[src/rtl/int_ctrl_n_if.sv]
// Decoder-facing handshake of the interrupt controller: global-enable controls,
// request/acknowledge, return-from-interrupt and the committed vector.
interface int_ctrl_n_if #(
    parameter int N_SRC = 4,
    parameter int VEC_W = 8
);
    localparam int ID_W = $clog2(N_SRC);

    logic             int_enable;
    logic             int_disable;
    logic             reti;
    logic             irq_ack;
    logic             irq;
    logic [VEC_W-1:0] irq_vector;
    logic [ID_W-1:0]  active_id;
    logic             in_service;
    logic             gie;

    modport master (
        input  int_enable, int_disable, reti, irq_ack,
        output irq, irq_vector, active_id, in_service, gie
    );

    modport slave (
        output int_enable, int_disable, reti, irq_ack,
        input  irq, irq_vector, active_id, in_service, gie
    );
endinterface

[src/rtl/int_ctrl_n.sv]
// Fixed-priority interrupt controller: per-source mask and edge/level capture,
// one committed request at a time, in-service tracking until reti.
module int_ctrl_n #(
    parameter int              N_SRC      = 4,
    parameter int              VEC_W      = 8,
    parameter logic [VEC_W-1:0] VEC_BASE  = VEC_W'(2),
    parameter int              VEC_STRIDE = 2
) (
    input  logic             clk,
    input  logic             rst,
    input  logic [N_SRC-1:0] src,
    input  logic             mask_we,
    input  logic [N_SRC-1:0] mask_wdata,
    input  logic             mode_we,
    input  logic [N_SRC-1:0] mode_wdata,
    output logic [N_SRC-1:0] pending,
    int_ctrl_n_if.master     bus
);
    localparam int ID_W = $clog2(N_SRC);

    typedef enum logic [1:0] {IDLE, REQ, SERVICE} state_t;

    state_t           state_q, state_d;
    logic             irq_q, irq_d;
    logic             in_service_q, in_service_d;
    logic             gie_q, gie_d;
    logic [VEC_W-1:0] vec_q, vec_d;
    logic [ID_W-1:0]  id_q, id_d;
    logic [N_SRC-1:0] pending_q, pending_d;
    logic [N_SRC-1:0] mask_q, mask_d;
    logic [N_SRC-1:0] mode_q, mode_d;
    logic [N_SRC-1:0] src_prev_q;
    logic [ID_W-1:0]  first_id;

    function automatic logic [VEC_W-1:0] vector_of(input logic [ID_W-1:0] idx);
        return VEC_W'(int'(VEC_BASE) + int'(idx) * VEC_STRIDE);
    endfunction

    always_comb begin
        state_d      = state_q;
        irq_d        = irq_q;
        in_service_d = in_service_q;
        vec_d        = vec_q;
        id_d         = id_q;
        mask_d       = mask_q;
        mode_d       = mode_q;
        first_id     = '0;
        for (int i = N_SRC - 1; i >= 0; i--) begin
            if (pending_q[i]) first_id = ID_W'(i);
        end

        // Capture runs regardless of gie so requests raised under CLI survive.
        for (int i = 0; i < N_SRC; i++) begin
            pending_d[i] = mode_q[i] ? (pending_q[i] | (src[i] & ~src_prev_q[i] & mask_q[i]))
                                     : (src[i] & mask_q[i]);
        end

        gie_d = gie_q;
        if (bus.int_disable)                gie_d = 1'b0;
        else if (bus.int_enable || bus.reti) gie_d = 1'b1;

        case (state_q)
            IDLE: begin
                if (gie_q && (|pending_q)) begin
                    state_d = REQ;
                    irq_d   = 1'b1;
                    id_d    = first_id;
                    vec_d   = vector_of(first_id);
                end
            end
            REQ: begin
                if (bus.irq_ack) begin
                    state_d      = SERVICE;
                    irq_d        = 1'b0;
                    vec_d        = '0;
                    in_service_d = 1'b1;
                    gie_d        = 1'b0;
                    if (mode_q[id_q]) pending_d[id_q] = 1'b0;
                end else if (bus.int_disable) begin
                    state_d = IDLE;
                    irq_d   = 1'b0;
                    vec_d   = '0;
                end
            end
            SERVICE: begin
                if (bus.reti) begin
                    state_d      = IDLE;
                    in_service_d = 1'b0;
                end
            end
            default: state_d = IDLE;
        endcase

        // A source switching capture mode starts over with nothing pending.
        if (mode_we) begin
            pending_d = pending_d & ~(mode_q ^ mode_wdata);
            mode_d    = mode_wdata;
        end
        if (mask_we) begin
            pending_d = pending_d & mask_wdata;
            mask_d    = mask_wdata;
        end
    end

    always_ff @(posedge clk) begin
        if (rst) begin
            state_q      <= IDLE;
            irq_q        <= 1'b0;
            in_service_q <= 1'b0;
            gie_q        <= 1'b0;
            vec_q        <= '0;
            id_q         <= '0;
            pending_q    <= '0;
            mask_q       <= '0;
            mode_q       <= '1;
            src_prev_q   <= '0;
        end else begin
            state_q      <= state_d;
            irq_q        <= irq_d;
            in_service_q <= in_service_d;
            gie_q        <= gie_d;
            vec_q        <= vec_d;
            id_q         <= id_d;
            pending_q    <= pending_d;
            mask_q       <= mask_d;
            mode_q       <= mode_d;
            src_prev_q   <= src;
        end
    end

    assign bus.irq        = irq_q;
    assign bus.irq_vector = vec_q;
    assign bus.active_id  = id_q;
    assign bus.in_service = in_service_q;
    assign bus.gie        = gie_q;
    assign pending        = pending_q;
endmodule

[src/flat_wrapper.sv]
// flat-port wrapper written by rule: the top's interface ports become plain ports
module int_ctrl_n_flat 
#(
    parameter int              N_SRC      = 4,
    parameter int              VEC_W      = 8,
    parameter logic [VEC_W-1:0] VEC_BASE  = VEC_W'(2),
    parameter int              VEC_STRIDE = 2
)
  (clk, rst, src, mask_we, mask_wdata, mode_we, mode_wdata, pending, bus_int_enable, bus_int_disable, bus_reti, bus_irq_ack, bus_irq, bus_irq_vector, bus_active_id, bus_in_service, bus_gie);
  int_ctrl_n_if #(.N_SRC(N_SRC), .VEC_W(VEC_W)) bus_i ();
  input  logic clk;
  input  logic rst;
  input  logic [N_SRC-1:0] src;
  input  logic mask_we;
  input  logic [N_SRC-1:0] mask_wdata;
  input  logic mode_we;
  input  logic [N_SRC-1:0] mode_wdata;
  output logic [N_SRC-1:0] pending;
  input wire logic [$bits(bus_i.int_enable)-1:0] bus_int_enable;
  input wire logic [$bits(bus_i.int_disable)-1:0] bus_int_disable;
  input wire logic [$bits(bus_i.reti)-1:0] bus_reti;
  input wire logic [$bits(bus_i.irq_ack)-1:0] bus_irq_ack;
  output wire logic [$bits(bus_i.irq)-1:0] bus_irq;
  output wire logic [$bits(bus_i.irq_vector)-1:0] bus_irq_vector;
  output wire logic [$bits(bus_i.active_id)-1:0] bus_active_id;
  output wire logic [$bits(bus_i.in_service)-1:0] bus_in_service;
  output wire logic [$bits(bus_i.gie)-1:0] bus_gie;
  assign bus_i.int_enable = bus_int_enable;
  assign bus_i.int_disable = bus_int_disable;
  assign bus_i.reti = bus_reti;
  assign bus_i.irq_ack = bus_irq_ack;
  assign bus_irq = bus_i.irq;
  assign bus_irq_vector = bus_i.irq_vector;
  assign bus_active_id = bus_i.active_id;
  assign bus_in_service = bus_i.in_service;
  assign bus_gie = bus_i.gie;
  int_ctrl_n #(.N_SRC(N_SRC), .VEC_W(VEC_W), .VEC_BASE(VEC_BASE), .VEC_STRIDE(VEC_STRIDE)) u_core (.clk(clk), .rst(rst), .src(src), .mask_we(mask_we), .mask_wdata(mask_wdata), .mode_we(mode_we), .mode_wdata(mode_wdata), .pending(pending), .bus(bus_i));
endmodule
[config.mk]
export PLATFORM = sky130hd
export DESIGN_NAME = int_ctrl_n_flat
export DESIGN_NICKNAME = d
export VERILOG_FILES = /design/src/rtl/int_ctrl_n_if.sv /design/src/rtl/int_ctrl_n.sv /design/src/flat_wrapper.sv
export SDC_FILE = /design/constraint.sdc
export NUM_CORES = 1
export LEC_CHECK = 0
export CORE_MARGIN = 5
export CORE_UTILIZATION = 35
export CTS_BUF_LIST = sky130_fd_sc_hd__clkbuf_4 sky130_fd_sc_hd__clkbuf_8
export DETAILED_ROUTE_END_ITERATION = 8
export SLEW_MARGIN = 20
export SYNTH_ARGS = -nofsm -noshare
export SYNTH_HDL_FRONTEND = slang
export SYNTH_SLANG_ARGS = --single-unit
[constraint.sdc]
create_clock -name clk -period 2.5 [get_ports clk]
set_input_delay 0.375 -clock clk [delete_from_list [all_inputs] [get_ports clk]]
set_output_delay 0.375 -clock clk [all_outputs]
set_load 0.005 [all_outputs]
==> results.ini <==
[global_routing]
grt_pass1_vias=952
grt_max_degree=15
grt_pass1_wl_um=4140
overflow=0
grt_usage_pct=11.59
antenna_found_initial=0

[power]
p_leak_nw=0.5942
p_sw_share_pct=23.83
power.internal_w=0.0005474
seq_power_share_pct=61.7
p_sw_w=0.0001713
pwr-share-comb_pct=14.3
peakVddDrop_mv=0.1732
p_per_area_nw_per_um2=468.1
p_clk_share_pct=24.0
power_w=0.0007187

[routing]
viasPerCell=4.813
first_iter_violations=31
wirelength_um=2559
dr_total_vias=953
ant_nets=0
firstDrtPassIters=3
drc=0
wl_per_cell_um=12.92

[clocking]
cts_sinks=26
cts.path.max_buffers=2
clk_pin_slew_ns=0.13
hold_buffers=0
cts_tree=built
post_cts_resize_count=0
cts_buffers=3
htree_levels=1
postCtsSetupBuffers=0
insertion_delay_ns=0.31
root_buffer=clkbuf_4

[yosys]
yosys_warnings=0
ys_seq_area_share_pct=44.16
syn_area_um2=1179
synthCells=123
synth_cell_type_count=30
synth_seq_cells=26
avgSynthCellArea_um2=9.582

[outcome]
status=finished clean

[critical_path]
critPathBufInv=1
required_ns=2.12
crit_arrival_ns=1.39
critPathKind=reg -> out
max_stage_delay_ns=0.57
path_max_fanout=6
end_kind=output port
crit_chain=clkdlybuf4s50_1
start_kind=flip-flop
path_delay_family=buffers and inverters
critPathSlowestCell=clkdlybuf4s50_1

[place]
io_buffers=31
gp_congestion=0.8052
dp_hpwl_um=1979
pre_cts_slack_ns=0.7507

[final_layout]
fin_util_pct=46.37
nets=175
antenna_cells=0
syn2layout_area_growth_pct=30.25
drive_gt1_share_pct=5.921
fillers=358

[floorplan]
die_x_um=68.03
placeableCoreArea_um2=3311
io_pins=37
rows=21
die_area_um2=4628
die_h_um=68.03
initial_core_util_pct=35.60

[timing]
min_period_over_period_pct=70.72
hold_violations=0
holdWs_ns=0.4741
post-route-min-period_ns=1.768
slew_viol_final=0
rsz0062_at_grt=no
fmax_mhz=565.6
finalSetupTns_ns=0
setup_viol=0
finClkSkew_ns=0.004728
post-route-worst-setup-slack_ns=0.7319

[run]
maxCapViolCount=0

[min_path]
hold_class=reg -> reg

worst reg2reg max path, delay by kind of cell, from the launching register on:
family,cells,cell delay (ns)
mux,1,0.12
simple gates,2,0.29
flops,1,0.40
fa+ha+maj,1,0.28
compound gates,1,0.25
stage by stage:
step | instance area [µm²] | cells
after floorplan | 1194 | 127
after global placement | 1513 | 195
after detailed placement | 1513 | 195
after CTS | 1535 | 198
after global routing | 1535 | 198
final | 1535 | 198
registers in the layout (all words and copies together), names as in the netlist:
signal,flops
u_core.bus.in_service,1
u_core.bus.irq_vector,3
u_core.state_q,2
u_core.mask_q,4
u_core.mode_q,4
u_core.bus.gie,1
u_core.bus.active_id,2
u_core.bus.irq,1
u_core.pending,4
u_core.src_prev_q,4
cells by family (layout without fill, tap and decap cells):
kind of cell | count (synthesis) | after routing | synth area share (%)
AO/OA/AOI/OAI | 31 | 31 | 21.12
XOR/XNOR | 4 | 4 | 2.972
adder cells (fa/ha/maj) | 1 | 1 | 1.061
buffers and inverters | 16 | 41 | 6.688
flip-flops | 26 | 26 | 44.16
multiplexers | 7 | 7 | 5.945
other | 1 | 5 | 0.3182
AND/OR/NAND/NOR | 37 | 37 | 17.73
power groups by stage:
stage	Combinational, W	Clock (W)	Sequential [W]
floorplan	0.0000589	0	0.000450
global placement	0.000101	0	0.000452
detailed placement	0.000103	0	0.000452
CTS	0.000104	0.000183	0.000443
global route	0.000113	0.000198	0.000446
finish	0.000102	0.000173	0.000443
per-layer routing:
metal	up-vias	wire length [µm]	global-route usage, %
li1	482	-	-
met1	442	1166	13.89
met2	27	1189	19.86
met3	2	187	3.284
met4	0	15	3.722
met5	-	0	0
cells in the final DEF, fill, tap and decap left out, drive strengths merged:
cell and count:
xor2 4, a221o 4, buf 1, clkdlybuf4s50 31, or2b 2, inv 6, or3b 1, or2 2
a32oi 4, a21oi 7, nor2b 9, o31ai 2, a311oi 4, nor3b 2, nor2 9, mux2i 7
and2b 1, conb 5, o211ai 1, nor3 2, dfxtp 26, clkbuf 3, ha 1, nand2 8
o21a 3, a211o 4, and3 1, o21ai 2
synth_stat cells (all sizes together):
cell	number	area share [%]
nand2	8	2.5
or3b	1	0.74
conb	1	0.32
a311oi	4	3.0
nor3	2	0.85
dfxtp	26	44
a32oi	4	3.0
a221o	4	3.4
xor2	4	3.0
clkbuf	5	1.6
or2b	2	1.3
a211o	4	3.0
buf	5	3.2
nor2b	9	4.8
nor3b	2	2.2
and2b	1	0.64
ha	1	1.1
or2	2	1.3
o21ai	2	0.85
mux2i	7	5.9
a21oi	7	3.0
o31ai	2	2.4
inv	6	1.9
nor2	9	2.9
and3	1	0.53
o211ai	1	0.64
o21a	3	1.9
path summary, 6_finish.rpt:
check                                           endpoint  cells after the start                   from  slack [ns]
worst max-delay path                          pending[0]                      1      u_core.pending[0]        0.73
worst min-delay path               u_core.bus.in_service                      2  u_core.bus.in_service        0.47
worst max register to register  u_core.bus.irq_vector[2]                      5      u_core.pending[3]        1.07
worst min register to register     u_core.bus.in_service                      2  u_core.bus.in_service        0.47
cell type report:
type	count	area [µm²]	share of cell area, %
multi-input cells	85	594.3	38.71
flip-flops and latches	26	520.5	33.90
repair buffers	32	317.8	20.70
well taps	46	57.56	3.749
clock buffers	3	22.52	1.467
inverters	6	22.52	1.467
Note: power is estimated with default switching activity, not from simulation.
